### src/rtl/uart_tx_arb.sv
`default_nettype none
// ============================================================================
// Module   : uart_tx_arb
// Brief    : Round-robin scheduler sharing one uart_tx among NCH one-byte
//            holding registers. Define UART_TX_ARB_LOCK_EN to keep packets
//            (delimited by req_last) contiguous on the line.
// Revision : 1.0  initial release
// ============================================================================
module uart_tx_arb #(
  parameter int NCH = 4,
  parameter int DW  = 8,
  parameter int IDW = $clog2(NCH)
) (
  input  logic              clk,
  input  logic              rst,
  input  logic [NCH-1:0]    req_valid,
  input  logic [NCH*DW-1:0] req_data,
  input  logic [NCH-1:0]    req_last,
  output logic [NCH-1:0]    req_ready,
  output logic              tx_valid,
  output logic [7:0]        tx_data,
  input  logic              tx_ready,
  output logic [IDW-1:0]    grant_id,
  output logic              busy
);

  typedef enum logic [1:0] {
    S_IDLE  = 2'd0,
    S_ARB   = 2'd1,
    S_OFFER = 2'd2,
    S_DRAIN = 2'd3
  } state_t;

  state_t                 r_state;
  logic                   r_rdy_meta;
  logic                   r_rdy_s;
  logic [NCH-1:0]         r_full;
  logic [NCH-1:0][DW-1:0] r_data;
  logic [IDW-1:0]         r_ptr;
  logic [NCH-1:0]         w_elig;
  logic                   w_found;
  logic [IDW-1:0]         w_win;
  logic [IDW-1:0]         w_cand;
  logic                   w_take;
`ifdef UART_TX_ARB_LOCK_EN
  logic [NCH-1:0]         r_last;
  logic                   r_last_q;
  logic                   r_lock;
`else
  logic                   w_unused_last;
  assign w_unused_last = ^req_last;
`endif

  assign req_ready = ~r_full;
  assign w_take    = (r_state == S_ARB) && w_found && r_rdy_s;

  // tx_ready comes from the uart_tx bit-rate logic; treat it as asynchronous
  always_ff @(posedge clk or negedge rst) begin
    if (!rst) begin
      r_rdy_meta <= 1'b1;
      r_rdy_s    <= 1'b1;
    end else begin
      r_rdy_meta <= tx_ready;
      r_rdy_s    <= r_rdy_meta;
    end
  end

  always_ff @(posedge clk or negedge rst) begin
    if (!rst) begin
      r_full <= '0;
      r_data <= '0;
`ifdef UART_TX_ARB_LOCK_EN
      r_last <= '0;
`endif
    end else begin
      for (int i = 0; i < NCH; i++) begin
        if (w_take && (w_win == IDW'(i))) begin
          r_full[i] <= 1'b0;
        end else if (req_valid[i] && !r_full[i]) begin
          r_full[i] <= 1'b1;
          r_data[i] <= req_data[i*DW +: DW];
`ifdef UART_TX_ARB_LOCK_EN
          r_last[i] <= req_last[i];
`endif
        end
      end
    end
  end

  always_comb begin
`ifdef UART_TX_ARB_LOCK_EN
    w_elig = r_lock ? (r_full & ({{(NCH-1){1'b0}}, 1'b1} << grant_id)) : r_full;
`else
    w_elig = r_full;
`endif
  end

  // Search downward so the candidate closest to ptr+1 is assigned last and wins
  always_comb begin
    w_found = 1'b0;
    w_win   = '0;
    w_cand  = '0;
    for (int k = NCH; k >= 1; k--) begin
      w_cand = IDW'((int'(r_ptr) + k) % NCH);
      if (w_elig[w_cand]) begin
        w_found = 1'b1;
        w_win   = w_cand;
      end
    end
  end

  always_ff @(posedge clk or negedge rst) begin
    if (!rst) begin
      r_state  <= S_IDLE;
      tx_valid <= 1'b0;
      tx_data  <= '0;
      grant_id <= '0;
      busy     <= 1'b0;
      r_ptr    <= IDW'(NCH-1);
`ifdef UART_TX_ARB_LOCK_EN
      r_last_q <= 1'b0;
      r_lock   <= 1'b0;
`endif
    end else begin
      case (r_state)
        S_IDLE: begin
          if ((|r_full) && r_rdy_s) begin
            r_state <= S_ARB;
            busy    <= 1'b1;
          end
        end
        S_ARB: begin
          if (w_take) begin
            tx_data  <= r_data[w_win];
            grant_id <= w_win;
            r_ptr    <= w_win;
            tx_valid <= 1'b1;
            r_state  <= S_OFFER;
`ifdef UART_TX_ARB_LOCK_EN
            r_last_q <= r_last[w_win];
`endif
          end
        end
        S_OFFER: begin
          // uart_tx drops ready once it has taken the byte
          if (!r_rdy_s) begin
            tx_valid <= 1'b0;
            r_state  <= S_DRAIN;
          end
        end
        S_DRAIN: begin
          if (r_rdy_s) begin
`ifdef UART_TX_ARB_LOCK_EN
            r_lock <= ~r_last_q;
`endif
            if (|r_full) begin
              r_state <= S_ARB;
            end else begin
              r_state <= S_IDLE;
              busy    <= 1'b0;
            end
          end
        end
        default: begin
          r_state  <= S_IDLE;
          tx_valid <= 1'b0;
          busy     <= 1'b0;
        end
      endcase
    end
  end

endmodule
`default_nettype wire

### config.mk
export PLATFORM = sky130hd
export DESIGN_NAME = uart_tx_arb
export DESIGN_NICKNAME = d
export VERILOG_FILES = /design/src/rtl/uart_tx_arb.sv
export SDC_FILE = /design/constraint.sdc
export NUM_CORES = 1
export LEC_CHECK = 0
export CAP_MARGIN = 40
export CORE_MARGIN = 10
export CORE_UTILIZATION = 50
export CTS_CLUSTER_DIAMETER = 30
export DETAILED_ROUTE_END_ITERATION = 8
export PLACE_DENSITY = 0.87
export SLEW_MARGIN = 20
export SYNTH_ARGS = -nofsm -noshare
export SYNTH_HDL_FRONTEND = slang
export SYNTH_SLANG_ARGS = --single-unit
export TNS_END_PERCENT = 50
### constraint.sdc
create_clock -name clk -period 3.9 [get_ports clk]
set_input_delay 0.585 -clock clk [delete_from_list [all_inputs] [get_ports clk]]
set_output_delay 0.585 -clock clk [all_outputs]
set_load 0.01 [all_outputs]
==> qor.csv <==
stage,metric,value,unit
sta,Fin Hold WS,0.227,ns
clock_tree,insertion delay to the later sink of the worst-skew pair,0.31,ns
sta,unrepaired setup endpoints after global routing,false,
sta,headroom to the max-slew limit,45.7,%
sta,setup-violating endpoint count in the final report,0,
die,height of the die,90.9,microns
clock_tree,buffer levels on the longest clock path,2,
worst_setup_path,launch point of the worst path,r_state[1],
power,power density over the cells,756,nW/um^2
final_layout,core occupancy in the finished layout,65.8,%
yosys,share of synthesized area occupied by flip-flops and latches,53.9,%
placement,Final HPWL DP,4300,microns
placement,buffers added on ports,54,
routing,per-cell routed wire length,17.0,microns
routing,vias per cell,5.56,
die,initial cell density of the core,52.5,%
yosys,post-synthesis net count,260,
sta,highest attainable clock frequency,475,MHz
final_layout,growth of design area from synthesis to finish,25.2,%
clock_tree,number of H-tree levels,2,
die,area of the core,4790,sq um
yosys,leading post-synthesis cells by cell area,"sky130_fd_sc_hd__dfrtp_1, sky130_fd_sc_hd__mux2_2, sky130_fd_sc_hd__dfstp_2",
sta,post-route clock period utilization,54.0,%
yosys,Yosys cell types,37,
worst_setup_path,data required time of the worst path,4.10,ns
sta,Hold Fails Final Rpt,0,
global_route,via count of the first global-routing pass,1964,
run,max_cap viols,0,
yosys,fraction of synthesized cell area taken by the top area cell type,49.8,%
power,total leakage power,1.33,nW
clock_tree,"Gates resized, CTS repair",0,
outcome,outcome,finished clean,
yosys,netlist area before placement,2510,sq um
global_route,maximum number of pins on one net before global-route repair,34,
yosys,Post-Synthesis Cells,212,
routing,DRT Pass-1 Iters,4,
clock_tree,count of buffers added by post-CTS timing repair for setup,0,
clock_tree,hold buffers post-CTS,0,
worst_setup_path,type of origin of the critical path,flop,
yosys,flip-flop and latch count after synthesis,54,
routing,Post-route DRC,0,
yosys,"Top FF cell, synth",sky130_fd_sc_hd__dfrtp_1,
clock_tree,clock slew at the register clock pins of the worst setup and hold paths,0.10,ns
final_layout,number of standard cells in the final layout excluding fillers,331,
placement,"Cell Area, Placed",3070,sq um
sta,Worst Tran Pin Value,0.815,ns
die,Cell Rows,25,
routing,number of antenna-violating nets in the routed design,0,
die,width of the chip,90.9,microns
sta,final number of max-transition violations,0,
final_layout,"commonest non-fill, non-tap cell in the layout",sky130_fd_sc_hd__clkdlybuf4s50_1,
worst_setup_path,Worst Setup End Kind,flop,
placement,RD Place Congestion,0.791,
global_route,remaining global-route overflow,0,
final_layout,final net count,312,
worst_setup_path,Max Fanout on Critical Path,24,
final_layout,layout cell share with drive strength beyond 1,17.0,%
yosys,number of flops mapped to enable cells by yosys,0,
routing,DRT Wirelength,5640,microns
worst_setup_path,critical path type,flop to flop,
die,io pins,59,
final_layout,finished layout cell area,3150,sq um
clock_tree,CTS Sinks,54,
routing,via count,1842,
worst_setup_path,crit path cell chain,"inv_1, ha_1, and3_1, nand2_1, o22a_1",
die,die outline area,8270,sq um
sta,worst clock skew,0.0114,ns
power,maximum ir drop on the vdd rail,0.369,mV
worst_setup_path,Worst Path Arrival,2.31,ns
clock_tree,buffer type at the clock tree root,sky130_fd_sc_hd__clkbuf_8,
worst_setup_path,beginning of the worst register-to-register path,r_state[1],
clock_tree,clock tree from TritonCTS,built,
placement,number of instances in the placed design,324,
worst_setup_path,largest incremental delay on the critical path,0.72,ns
min_path,Hold Crit Class,input pin to asynchronous set/reset pin,
worst_setup_path,critical path's slowest cell,sky130_fd_sc_hd__and3_1,
final_layout,antenna cells,0,
sta,TNS Setup,0,ns
global_route,overall fraction of global-route tracks in use,13.8,%
clock_tree,Num CTS Buffers,5,
yosys,Synth warnings,0,
yosys,cell type with the highest aggregate area in the netlist,sky130_fd_sc_hd__dfrtp_1,
final_layout,"top library cells by usage in the layout, fill and taps aside","sky130_fd_sc_hd__clkdlybuf4s50_1, sky130_fd_sc_hd__dfrtp_1, sky130_fd_sc_hd__mux2_2, sky130_fd_sc_hd__nor2_1, sky130_fd_sc_hd__o21ai_0",
sta,fin crit period,2.11,ns
global_route,number of antenna violations at the first check in global routing,0,
routing,number of DRC markers in iteration 0,100,
yosys,Synth async-reset ratio,100,%
global_route,first-pass GRT wire length,9320,microns
yosys,syn avg cell area,11.9,sq um
per-stage QoR:
step | total power, mW | worst slack, ns
floorplan | 1.74 | 2.09
global placement | 2.04 | 1.63
detailed placement | 2.10 | 1.63
CTS | 2.40 | 1.79
global route | 2.57 | 1.55
finish | 2.38 | 1.79
where the power goes:
part           internal (mW)  switching, mW
combinational          0.547          0.515
sequential             0.828          0.195
clock                  0.124          0.170
cell usage after synthesis (2+ instances only):
cell                        n
sky130_fd_sc_hd__a21oi_1    5
sky130_fd_sc_hd__inv_1     11
sky130_fd_sc_hd__nor2_1    15
sky130_fd_sc_hd__mux2i_1    8
sky130_fd_sc_hd__a221oi_1   8
sky130_fd_sc_hd__mux2_2    29
sky130_fd_sc_hd__nand2_1   12
sky130_fd_sc_hd__nor2b_1    3
sky130_fd_sc_hd__dfstp_2    4
sky130_fd_sc_hd__o21ai_0   13
sky130_fd_sc_hd__nand2b_1   3
sky130_fd_sc_hd__o21ai_1    6
sky130_fd_sc_hd__ha_1       5
sky130_fd_sc_hd__dfrtp_1   50
sky130_fd_sc_hd__o22ai_1    8
sky130_fd_sc_hd__buf_2      2
sky130_fd_sc_hd__a31oi_1    3
sky130_fd_sc_hd__clkbuf_1   4
sky130_fd_sc_hd__buf_6      4
sky130_fd_sc_hd__a22oi_1    2
worst paths after layout:
kind | end | slack (ns) | cells after the start
min in group clk | r_rdy_s | 0.36 | 0
setup / recovery | r_full[3] | 1.79 | 5
hold / removal | r_full[2] | 0.23 | 1
max in group asynchronous | r_rdy_meta | 2.85 | 2
hold reg to reg | r_rdy_s | 0.36 | 0
setup reg to reg | r_full[3] | 1.79 | 5
layer usage:
layer | wire length [microns] | track usage, % | vias to the layer above
met2 | 2890 | 23.7 | 55
met3 | 366 | 5.15 | 10
met4 | 89 | 4.57 | 0
met1 | 2290 | 15.5 | 913
li1 | - | - | 864
met5 | 0 | 0 | -
kinds of logic (layout without fill, tap and decap cells):
logic type	count (synthesis)	after routing	share of synthesized area [%]
AO/OA/AOI/OAI	54	54	15.1
adder cells (fa/ha/maj)	5	5	2.49
buffers and inverters	22	74	4.73
flip-flops	54	54	53.9
multiplexers	38	38	16.6
AND/OR/NAND/NOR	39	39	7.16
worst max-delay path, delay by kind of cell, from the launching register on:
| kind | cells | cell delay, ns |
|---|---|---|
| flops | 1 | 0.44 |
| compound gates | 1 | 0.21 |
| buf+inv | 1 | 0.12 |
| simple gates | 2 | 0.94 |
| fa+ha+maj | 1 | 0.28 |
cell type report:
class                   instances  area [sq um]
fillers                       365          1640
flip-flops and latches         54          1360
multi-input cells             136          1040
repair buffers                 56           551
well taps                      67          83.8
clock buffers                   7          76.3
inverters                      11          41.3
sequential cells by signal, indices dropped and copies added (netlist names):
name,count
r_data,32
r_state,2
r_rdy_meta,1
r_rdy_s,1
r_ptr,2
r_full,4
tx_valid,1
grant_id,2
tx_data,8
busy,1
No activity file was read; power rests on OpenSTA's default activity.
